**src/rtl/adam_pause_pkg.sv**
```systemverilog
// Shared types and helpers for the adam_pause_seq pause sequencer.
package adam_pause_pkg;

    typedef enum logic [1:0] {
        RUNNING  = 2'd0,
        PAUSING  = 2'd1,
        PAUSED   = 2'd2,
        RESUMING = 2'd3
    } pause_state_t;

    // Counter width able to hold 0..timeout; a disabled timeout still gets one bit.
    function automatic int timer_width(input int timeout);
        return (timeout < 1) ? 1 : $clog2(timeout + 1);
    endfunction

endpackage

```
**src/rtl/adam_pause_timer.sv**
```systemverilog
// Per-step acknowledge timer: counts up from a clear, saturates at TIMEOUT.
module adam_pause_timer
    import adam_pause_pkg::*;
#(
    parameter int TIMEOUT = 1024
) (
    input  logic clk,
    input  logic rst_n,
    input  logic clr,
    output logic expired
);

    generate
        if (TIMEOUT == 0) begin : g_off
            logic unused_inputs;
            assign unused_inputs = ^{clk, rst_n, clr};
            assign expired = 1'b0;
        end else begin : g_on
            localparam int TW = timer_width(TIMEOUT);
            logic [TW-1:0] count_reg;

            always_ff @(posedge clk or negedge rst_n) begin
                if (!rst_n) begin
                    count_reg <= '0;
                end else if (clr) begin
                    count_reg <= '0;
                end else if (count_reg != TW'(TIMEOUT)) begin
                    count_reg <= count_reg + TW'(1);
                end
            end

            assign expired = (count_reg == TW'(TIMEOUT));
        end
    endgenerate

endmodule

```
**src/rtl/adam_pause_seq.sv**
```systemverilog
// Pause sequencer: fans one upstream pause handshake out to NO_CHANNELS
// downstream handshakes, pausing in ascending and resuming in descending order.
module adam_pause_seq
    import adam_pause_pkg::*;
#(
    parameter int NO_CHANNELS  = 4,
    parameter int TIMEOUT      = 1024,
    parameter bit RESET_PAUSED = 1'b1
) (
    input  logic                   clk,
    input  logic                   rst_n,
    input  logic                   up_req,
    output logic                   up_ack,
    output logic [NO_CHANNELS-1:0] ch_req,
    input  logic [NO_CHANNELS-1:0] ch_ack,
    input  logic [NO_CHANNELS-1:0] ch_en,
    input  logic                   err_clr,
    output logic [NO_CHANNELS-1:0] timeout_err,
    output logic                   busy
);

    localparam int            IW   = (NO_CHANNELS > 1) ? $clog2(NO_CHANNELS) : 1;
    localparam logic [IW-1:0] LAST = IW'(NO_CHANNELS - 1);

    pause_state_t           state_reg;
    logic [IW-1:0]          idx_reg;
    logic [IW-1:0]          idx_inc;
    logic [IW-1:0]          idx_dec;
    logic [NO_CHANNELS-1:0] req_q;
    logic                   in_step;
    logic                   ack_met;
    logic                   expired;
    logic                   tmo_hit;
    logic                   step_done;

    assign in_step = (state_reg == PAUSING) || (state_reg == RESUMING);
    assign idx_inc = idx_reg + IW'(1);
    assign idx_dec = idx_reg - IW'(1);

    // A disabled channel completes its step immediately, whatever its ack says.
    assign ack_met   = !ch_en[idx_reg] ||
                       ((state_reg == PAUSING) ? ch_ack[idx_reg] : !ch_ack[idx_reg]);
    assign tmo_hit   = in_step && expired && !ack_met;
    assign step_done = in_step && (ack_met || expired);

    assign ch_req = req_q & ch_en;

    adam_pause_timer #(
        .TIMEOUT (TIMEOUT)
    ) u_timer (
        .clk     (clk),
        .rst_n   (rst_n),
        .clr     (!in_step || step_done),
        .expired (expired)
    );

    // The direction of travel is decided from up_req as each step completes,
    // so a reversal never abandons a step half-done.
    always_ff @(posedge clk or negedge rst_n) begin
        if (!rst_n) begin
            state_reg   <= RESET_PAUSED ? PAUSED : RUNNING;
            idx_reg     <= RESET_PAUSED ? LAST : '0;
            req_q       <= {NO_CHANNELS{RESET_PAUSED}};
            up_ack      <= RESET_PAUSED;
            busy        <= 1'b0;
            timeout_err <= '0;
        end else begin
            if (err_clr) begin
                timeout_err <= '0;
            end
            if (tmo_hit) begin
                timeout_err[idx_reg] <= 1'b1;
            end

            case (state_reg)
                RUNNING: begin
                    if (up_req) begin
                        state_reg <= PAUSING;
                        idx_reg   <= '0;
                        req_q[0]  <= 1'b1;
                        busy      <= 1'b1;
                    end
                end
                PAUSING: begin
                    if (step_done) begin
                        if (!up_req) begin
                            state_reg      <= RESUMING;
                            req_q[idx_reg] <= 1'b0;
                        end else if (idx_reg == LAST) begin
                            state_reg <= PAUSED;
                            up_ack    <= 1'b1;
                            busy      <= 1'b0;
                        end else begin
                            idx_reg        <= idx_inc;
                            req_q[idx_inc] <= 1'b1;
                        end
                    end
                end
                PAUSED: begin
                    if (!up_req) begin
                        state_reg   <= RESUMING;
                        idx_reg     <= LAST;
                        req_q[LAST] <= 1'b0;
                        busy        <= 1'b1;
                    end
                end
                RESUMING: begin
                    if (step_done) begin
                        if (up_req) begin
                            state_reg      <= PAUSING;
                            req_q[idx_reg] <= 1'b1;
                        end else if (idx_reg == '0) begin
                            state_reg <= RUNNING;
                            up_ack    <= 1'b0;
                            busy      <= 1'b0;
                        end else begin
                            idx_reg        <= idx_dec;
                            req_q[idx_dec] <= 1'b0;
                        end
                    end
                end
                default: ;
            endcase
        end
    end

endmodule

```
**config.mk**
```make
export PLATFORM = sky130hd
export DESIGN_NAME = adam_pause_seq
export DESIGN_NICKNAME = d
export VERILOG_FILES = /design/src/rtl/adam_pause_pkg.sv /design/src/rtl/adam_pause_timer.sv /design/src/rtl/adam_pause_seq.sv
export SDC_FILE = /design/constraint.sdc
export NUM_CORES = 1
export LEC_CHECK = 0
export ABC_AREA = 1
export ABC_CLOCK_PERIOD_IN_PS = 5800
export CORE_ASPECT_RATIO = 1.25
export CORE_MARGIN = 2
export CORE_UTILIZATION = 40
export DETAILED_ROUTE_END_ITERATION = 6
export DONT_BUFFER_PORTS = 1
export GPL_ROUTABILITY_DRIVEN = 0
export HOLD_SLACK_MARGIN = 0.06
export PLACE_DENSITY = 0.54
export SLEW_MARGIN = 20
export SYNTH_ARGS = -nofsm -noshare
export SYNTH_HDL_FRONTEND = slang
export SYNTH_HIERARCHICAL = 1
export SYNTH_SLANG_ARGS = --single-unit
```
**constraint.sdc**
```tcl
create_clock -name clk -period 5.8 [get_ports clk]
set_input_delay 0.58 -clock clk [delete_from_list [all_inputs] [get_ports clk]]
set_output_delay 0.58 -clock clk [all_outputs]
set_load 0.01 [all_outputs]
```
==> results.cfg <==
[synth]
yosys.area_share.simple_pct = 36.95
synth_top_family_by_area = simple AND/OR/NAND/NOR gates
muxShareOfSynthArea_pct = 0
postSynthAreaPerCell_sq_um = 7.000
synth_xor_area_share_pct = 0.4926
synth-compound-area-share_pct = 10.91
ys_warn_count = 6
synth_cells = 254
synth_cell_types = 29
synth_seq_area_share_pct = 35.75
synthArstFlopShare_pct = 100.0
synth_area_sq_mm = 0.001778
ys.flop_type = dfrtp_1
ys_ff_latch = 25
synth_fa_ha_area_share_pct = 7.037
syn_nets = 276
synth_edf_count = 0

[cts]
cts_tree = done
cts_hold_buf = 1
clkTransAtPathRegs_ns = 0.09
cts_sinks = 25
postCtsSetupRepairBufs = 0
cts_resized = 0
clk_path_buf_depth = 2
htreeDepth = 1
cts_root_buffer = clkbuf_8
cts_buffers = 3
clkLatencyLatePin_ns = 0.27

[flow_run]
cap_violations = 0

[sta]
period_minus_slack_ns = 2.368
setup_ws_ns = 3.432
setup_tns_ns = 0
fin_skew_ns = 0.005976
timing.final.crit_share_pct = 40.83
maxSlewViolCount = 0
hold_violations = 0
timing.slew.headroom_pct = 47.18
rsz0062_at_grt = no
clock.fmax_ghz = 0.4222
worstMarginPinSlew_ns = 0.7896
setup_viol = 0

[grt]
grt_pass1_wl_mm = 7.051
grt-ovfl-total = 0
grt_usage_pct = 18.06
grt_pass1_vias = 1513
antenna_found_initial = 0
grt_start_max_net_pins = 18

[route]
drt_iter0_drc = 77
vias_per_cell = 5.035
first_pass_iters = 4
drcViolationCount = 0
wl_met1_mm = 1.793
dr_wl_met2_mm = 2.281
highest_layer = met4
routed-via-count = 1576
antenna_left = 0
finalWirelength_mm = 4.216
routedWlPerCell_microns = 13.47
wl_met3_microns = 83

[floorplan]
fp-row-count = 27
start_util_pct = 41.12
die_y_microns = 78.54
coreArea_sq_mm = 0.004324
ios = 22
die_x_microns = 63.63
die-area_sq_mm = 0.004998

[setup_path]
cp_max_fo = 13
cpPeakStageDelay_ns = 0.57
crit_family = flip-flops
reg2reg_depth = 7
cp-end-kind = register
cp_data_arrival_time_ns = 2.57
cp_slowest_cell = dfstp_2
startpoint_type = register
r2r_setup_slack_ns = 3.43
crit_buf_inv = 2
r2r-end = u_timer/g_on.count_reg[4]
cp_num_cells = 7
crit_type = register to register
timing.rr.start = state_reg[1]
critPathMostFrequentCell = inv_1
worst_ep_required_time_ns = 6.00
cp_cell_sequence = ha_1, nor2_1, inv_1, nand4_2, inv_1, o211ai_1, a21oi_1

[run_status]
status = complete, no violations

[finish]
drive_gt1_share_pct = 10.59
n_fill_cell = 487
final_common_cell = nand2_1
final_cell_mix = 69 x nand2_1, 34 x inv_1, 31 x nor2_1
antenna_cells = 0
nets = 278
multi_input_area_sq_um = 984.7
largest_reg_flops = 11
seqCellArea_sq_um = 635.6
syn_to_final_growth_pct = 5.700

[min_path]
worstHoldPathType = input pin to asynchronous set/reset pin

[power]
p_leak_nw = 0.9356
p_per_area_mw_per_mm2 = 451.4
vdd_ir_drop_max_mv = 0.2532

[placement]
place_hpwl_mm = 3.229
port_buffers = 0
pre_cts_slack_ns = 3.427
==> how the worst max path moves through the flow <==
stage                                         start                        end  slack, ns
after global placement                 state_reg[1]  u_timer/g_on.count_reg[5]       3.50
after floorplan           u_timer/g_on.count_reg[0]  u_timer/g_on.count_reg[0]       3.89
after CTS                              state_reg[1]  u_timer/g_on.count_reg[4]       3.41
final                                  state_reg[1]  u_timer/g_on.count_reg[4]       3.43
after detailed placement               state_reg[1]  u_timer/g_on.count_reg[4]       3.43
after global routing                   state_reg[1]  u_timer/g_on.count_reg[5]       3.18
==> layer usage <==
| metal | global-route usage, % | up-vias |
|---|---|---|
| met1 | 20.18 | 732 |
| met2 | 35.05 | 18 |
| met5 | 0 | - |
| li1 | - | 820 |
| met3 | 1.862 | 6 |
| met4 | 5.870 | 0 |
==> worst reg2reg max path: cells and delay by family (launching register included) <==
family / cells / cell delay, ns
compound gates: 2 / 0.27
fa+ha+maj: 1 / 0.38
buf+inv: 2 / 0.57
simple gates: 2 / 0.51
flops: 1 / 0.57
==> cell usage after synthesis (2+ instances only) <==
cell | n | area (sq um)
dfstp_2 | 8 | 210.2
nor2_1 | 31 | 116.4
o21ai_0 | 13 | 65.06
nor4_1 | 2 | 12.51
inv_1 | 34 | 127.6
nand3_1 | 18 | 90.09
dfrtp_1 | 17 | 425.4
buf_2 | 3 | 15.01
o32ai_1 | 2 | 17.52
ha_1 | 10 | 125.1
nand2_1 | 69 | 259.0
nand4_1 | 6 | 37.54
nand3_2 | 4 | 40.04
nor3_1 | 4 | 20.02
nand2_2 | 4 | 25.02
o21ai_1 | 4 | 20.02
nor2_2 | 2 | 12.51
a21oi_1 | 12 | 60.06
==> per-stage QoR <==
step                      area [sq um]  std cells  hold slack, ns  utilization [%]  total power (W)
final                             1879        313          0.1377            43.46        0.0008483
after global placement            1824        308          0.2852            42.19        0.0007440
after CTS                         1879        313          0.1341            43.46        0.0008554
after global routing              1879        313          0.1251            43.46        0.0009325
after detailed placement          1824        308          0.2851            42.19        0.0007442
after floorplan                   1778        254          0.2844                -        0.0006507
==> cell families after synthesis <==
group / count (synthesis)
adder cells (fa/ha/maj): 10
XOR/XNOR: 1
AND/OR/NAND/NOR: 144
buffers and inverters: 39
AO/OA/AOI/OAI: 35
flip-flops: 25
==> cell type report <==
type	count	share of cell area [%]
clock buffer	4	2.397
inverter	35	6.991
multi-input combinational	190	52.40
sequential	25	33.82
tap	58	3.862
timing repair buffer	1	0.5326
==> power by group <==
part	switching (W)	internal [W]
sequential	0.0000503	0.000232
combinational	0.000299	0.000161
clock	0.0000568	0.0000492
total	0.000407	0.000442
(Power assumes the default switching activity.)
